[src/rtl/reg_serializer.sv]
// Parallel-to-serial transmitter: accepts a WIDTH-bit word over valid/ready and
// shifts it out one bit per enabled clock with first/last strobes.
// Optional trailing even-parity bit when REG_SERIALIZER_PARITY_EN is defined.
module reg_serializer #(
   parameter int WIDTH     = 8,
   parameter bit MSB_FIRST = 1'b1
) (
   input  logic             clk,
   input  logic             rst_n,
   input  logic             in_valid,
   output logic             in_ready,
   input  logic [WIDTH-1:0] in_data,
   input  logic             shift_en,
   output logic             ser_out,
   output logic             ser_valid,
   output logic             ser_first,
   output logic             ser_last,
   output logic             busy
);

   localparam int CW = $clog2(WIDTH + 1);
`ifdef REG_SERIALIZER_PARITY_EN
   localparam int LAST_IDX = WIDTH;
`else
   localparam int LAST_IDX = WIDTH - 1;
`endif
   localparam logic [CW-1:0] LAST_CNT = CW'(LAST_IDX);

   typedef enum logic {
      S_IDLE  = 1'b0,
      S_SHIFT = 1'b1
   } state_t;

   state_t           r_state;
   state_t           w_state_nxt;
   logic [WIDTH-1:0] r_shift;
   logic [CW-1:0]    r_count;
   logic             w_head;
   logic             w_final;
   logic             w_load;
   logic             w_adv;
`ifdef REG_SERIALIZER_PARITY_EN
   logic             r_parity;
`endif

   assign w_final = (r_count == LAST_CNT);
   assign w_load  = in_valid && in_ready;
   assign w_adv   = (r_state == S_SHIFT) && shift_en;

`ifdef REG_SERIALIZER_PARITY_EN
   // The parity slot follows the data bits; by then the shift register is empty.
   assign w_head = (r_count == CW'(WIDTH)) ? r_parity
                 : (MSB_FIRST ? r_shift[WIDTH-1] : r_shift[0]);
`else
   assign w_head = MSB_FIRST ? r_shift[WIDTH-1] : r_shift[0];
`endif

   // NOTE: sequential state uses non-blocking assignments so every register
   // samples pre-edge values regardless of statement order.
   always_ff @(posedge clk or negedge rst_n) begin
      if (!rst_n) begin
         r_state <= S_IDLE;
      end else begin
         r_state <= w_state_nxt;
      end
   end

   // NOTE: every output of this block gets a default first, so no path through
   // the case statement leaves a signal unassigned and infers a latch.
   always_comb begin
      w_state_nxt = r_state;
      in_ready    = 1'b0;
      busy        = 1'b0;
      ser_valid   = 1'b0;
      ser_first   = 1'b0;
      ser_last    = 1'b0;
      ser_out     = 1'b0;
      case (r_state)
         S_IDLE: begin
            in_ready = rst_n;
            if (in_valid && rst_n) begin
               w_state_nxt = S_SHIFT;
            end
         end
         S_SHIFT: begin
            busy      = 1'b1;
            ser_valid = shift_en;
            ser_out   = w_head;
            ser_first = shift_en && (r_count == '0);
            ser_last  = shift_en && w_final;
            // The final-bit cycle doubles as the accept window for the next word.
            if (shift_en && w_final) begin
               in_ready = rst_n;
               if (!in_valid) begin
                  w_state_nxt = S_IDLE;
               end
            end
         end
         default: w_state_nxt = S_IDLE;
      endcase
   end

   always_ff @(posedge clk or negedge rst_n) begin
      if (!rst_n) begin
         r_shift  <= '0;
         r_count  <= '0;
`ifdef REG_SERIALIZER_PARITY_EN
         r_parity <= 1'b0;
`endif
      end else if (w_load) begin
         r_shift  <= in_data;
         r_count  <= '0;
`ifdef REG_SERIALIZER_PARITY_EN
         r_parity <= ^in_data;
`endif
      end else if (w_adv) begin
         if (MSB_FIRST) begin
            r_shift <= {r_shift[WIDTH-2:0], 1'b0};
         end else begin
            r_shift <= {1'b0, r_shift[WIDTH-1:1]};
         end
         r_count <= w_final ? '0 : r_count + CW'(1);
      end
   end

endmodule

[config.mk]
export PLATFORM = sky130hd
export DESIGN_NAME = reg_serializer
export DESIGN_NICKNAME = d
export VERILOG_FILES = /design/src/rtl/reg_serializer.sv
export SDC_FILE = /design/constraint.sdc
export NUM_CORES = 1
export LEC_CHECK = 0
export BUFFER_PORTS_ARGS = -buffer_cell sky130_fd_sc_hd__buf_2
export CAP_MARGIN = 20
export CORE_MARGIN = 2
export CORE_UTILIZATION = 40
export DETAILED_ROUTE_END_ITERATION = 8
export SLEW_MARGIN = 20
export SYNTH_ARGS = -nofsm -noshare
export SYNTH_HDL_FRONTEND = slang
export SYNTH_SLANG_ARGS = --single-unit
[constraint.sdc]
create_clock -name clk -period 3.8 [get_ports clk]
set_clock_uncertainty 0.05 [all_clocks]
set_input_delay 0.76 -clock clk [delete_from_list [all_inputs] [get_ports clk]]
set_output_delay 0.76 -clock clk [all_outputs]
set_load 0.1 [all_outputs]
== Word level (Yosys, flattened, before mapping) ==
Index checks and enable logic that the tools add are counted.
Storage, ports and cells
  memories kept: 0
  output and inout port bits: 6
  bits in latches: 0
  flip-flop bits (word level): 13
  input bits: 12
  bits in read-only memories: 0
  RAM bits: 0
Operators by class
  reductions and logical operators: 7
  multiply operators: 0
  equal/unequal tests: 1
  muxes and demuxes: 16
  add/subtract/negate cells: 1
  shift-type cells: 0
  order comparisons: 0
  divide/modulo/power cells: 0
  bitwise operators: 1
Operators by type and width (count)
  8-bit two-way mux: 2
  4-bit two-way mux: 3
  1-bit two-way mux: 9
  1-bit logical AND: 5
  4-bit by 1-bit adder with 4-bit output (second input constant): 1
  4-bit by 3-bit == test with 1-bit output (second input constant): 1
  4-bit zero test: 1
  1-bit case mux with 2 select lines: 2
  2-bit nonzero test: 1
  1-bit NOT: 1

== Logic depth before layout (Yosys ltp) ==
  word-level depth: 6
  mapped depth: 5

== Worst setup path before layout ==
Ideal clock, no wire load.
  kind: register to output
  from: register r_state
  to: output ser_first
  stages on the path, launching flop included: 5
  slack: -1.518 ns
  arrival: 4.508 ns
  cells stage by stage: dfrtp_1 > buf_4 > nand2_4 > buf_6 > nor4b_1
Between the ends
  longest elaborated chain between the ends: 1
RTL lines
  start: declaration: RTL line 34  | state_t r_state;
  start signal: assignment: RTL line 64  | r_state <= w_state_nxt;
  1-bit two-way mux: RTL line 78  | case (r_state)
  end: declaration: RTL line 16  | output logic ser_first,
Every way passes these cells.

== Worst setup path after layout ==
  from: register r_count[0]
  to: output in_ready
Between the ends
  longest elaborated chain between the ends: 4
RTL lines
  start: declaration: RTL line 37  | logic [CW-1:0] r_count;
  start signal: assignment: RTL line 122  | r_count <= w_final ? '0 : r_count + CW'(1);
  4-bit by 3-bit == test with 1-bit output: RTL line 46  | assign w_final = (r_count == LAST_CNT);
  1-bit logical AND: RTL line 92  | if (shift_en && w_final) begin
  1-bit two-way mux: RTL line 92
  1-bit case mux with 2 select lines: RTL line 78
  end: declaration: RTL line 11  | output logic in_ready,
Every way passes these cells.

==> run metrics <==
status=finished, final reports clean; minimum clock period=2590 ps; Power Dens Cells=627 nW/um^2; Hold Crit Class=primary input to asynchronous set/reset pin; Simple-Gate Fraction of Synth Area=0.143; CP Launch Point=r_count[0]; Vias per Instance=4.94; pin count of the biggest net entering global routing=17; Core Box Area=1730 um^2; RSZ-0062 raised after global routing=no; post_cts resized=0; Worst setup EP type=primary output; arrival time worst endpoint=1780 ps; via count=about 530; final worst path period share=0.681; Max Clk Rate=386 MHz; crit path launch type=flop; Crit Path Class=flop to primary output; Post-Route WL=1230 um; GP Congestion=0.840; Mapped Cells=64; Main synth FF type=dfrtp_1; DR WL met3=about 100 um; # rows=15; grt total ovfl=0; DIE AREA=roughly 2200 um^2; final setup violation count=0; Ys Warns=0; Area after DPL=831 um^2; CP Max Fanout=5; area grow syn2layout=18.1%; critical path required time=2990 ps; DR pass1 iterations=4; count leader, synth=mux2_2; xor-xnor portion of the synthesized cell area=0; max_cap viols=0; GRT Util Overall=0.135; finished layout cell area=858 um^2; main combinational cell family by area after synthesis=multiplexers; Mean Syn Cell Area=11.4 um^2; share of the synthesized area in the top cell type=0.448; Final Util=0.497; top cells by area, synth=dfrtp_1, mux2_2, ha_1; clock-pin slew on the worst setup and hold paths=80 ps; adder-cell area share of the yosys netlist=0.0344; Slew @ Worst Pin=approximately 490 ps; Worst slew margin=0.677; clock latency on the worst-skew pair=280 ps; drt wl/cell=11.4 um; Final #Nets=98; Hold Buf Count CTS=0; Synth cell types=22; chip width=46.6 um; 1st-iter DRT viols=7; Post-DP HPWL=approximately 910 um; vias in the first global route=about 460; Pleak=between 0.4 and 0.5 nW; total CTS buffers=3; largest area contributor in the netlist=dfrtp_1; FF+latch count, synth=13; proportion of layout cells with a drive suffix above 1=0.458; Max Slew Vio Count=0; filler cell count=182; worst reg2reg path startpoint=r_count[0]; cell area after synthesis=727 um^2; Top Ports=18; Multi-input gate area=374 um^2; setup bufs post-CTS=0; port bufs=17; number of antenna violations at the first check in global routing=0; post-synthesis sequential area ratio=0.448; Setup WS pre-CTS=1240 ps; Initial Utilization=0.421; Power Total=0.538 mW; Peak VDD IR=between 0.3 and 0.4 mV; CTS HTree Levels=1; post-route setup slack=roughly 1200 ps; Post-synth EDFFs=0; met2 WL=595 um; global-route wire length before repair=2020 um; clock root cell=clkbuf_4; DIE HEIGHT=46.6 um; number of antenna diodes=0; DRC=0; mux contribution to synthesized area=0.231; Final Hold Fails=0; TritonCTS clock tree=done; area taken by flip-flops and latches=between 300 and 400 um^2; Met1 Wirelength=531 um; ANT nets after route=0; Top Layer Used=met3; worst-case clock buffer depth=2; Post-synth ARST share=1.00; post-synthesis compound-gate area fraction=0.0981; Clock Sinks=13; total negative setup slack=0 ps; Post-synth top cells=mux2_2, dfrtp_1, o21ai_0; Syn Nets=78
## cell usage in the layout, fill, tap and decap left out, types with 2 or more instances in the layout
master     n
a21oi_1    3
buf_2     17
clkbuf_4   3
dfrtp_1   13
ha_1       2
inv_1      4
mux2_2    14
nand2_1    3
nand3_1    4
nor2_1     2
o21ai_0    5
## state kept, by name (all words and copies together), names as in the netlist
signal	flops
r_shift	8
r_count	4
r_state	1
## per-layer routing
metal	vias up	track usage
met5	-	0
met4	0	0.0333
met3	0	0.0706
met2	18	0.211
met1	250	0.164
li1	266	-
## path summary, 6_finish.rpt
kind,endpoint,slack [ps],depth (start not counted)
max,in_ready,1210,4
min,r_shift[7],330,1
max reg2reg,r_shift[5],2010,4
min reg2reg,r_shift[0],510,2
max in group asynchronous,r_count[0],3120,1
min in group clk,r_shift[0],510,2
## cell type report
| cell class | count | area share |
|---|---|---|
| Clock buffer | 3 | 0.0262 |
| Clock inverter | 1 | 0.00583 |
| Inverter | 4 | 0.0175 |
| Multi-Input combinational cell | 45 | 0.436 |
| Sequential cell | 13 | 0.379 |
| Tap cell | 25 | 0.0364 |
| Timing Repair Buffer | 17 | 0.0991 |
## through the flow
stage	cells	hold slack, ps
after floorplan	64	414
after global placement	104	468
after detailed placement	104	497
after CTS	108	326
after global routing	108	321
final	108	325
## critical path, cell delays in order, from the launching register on
cell      delay, ps
dfrtp_1         410
ha_1            260
nand4b_1        210
a21boi_1        180
buf_2           430
## kinds of logic (layout without fill, tap and decap cells)
logic type      after synthesis  count (layout)
fa+ha+maj                     2               2
simple gates                 17              17
flops                        13              13
compound gates               11              11
buf+inv                       6              25
mux                          15              15
## power breakdown
group	internal (mW)	switching [mW]	total, mW
Combinational	0.0853	0.143	0.229
Sequential	0.182	0.0408	0.223
Clock	0.0390	0.0471	0.0862
No activity file was read; power rests on OpenSTA's default activity.
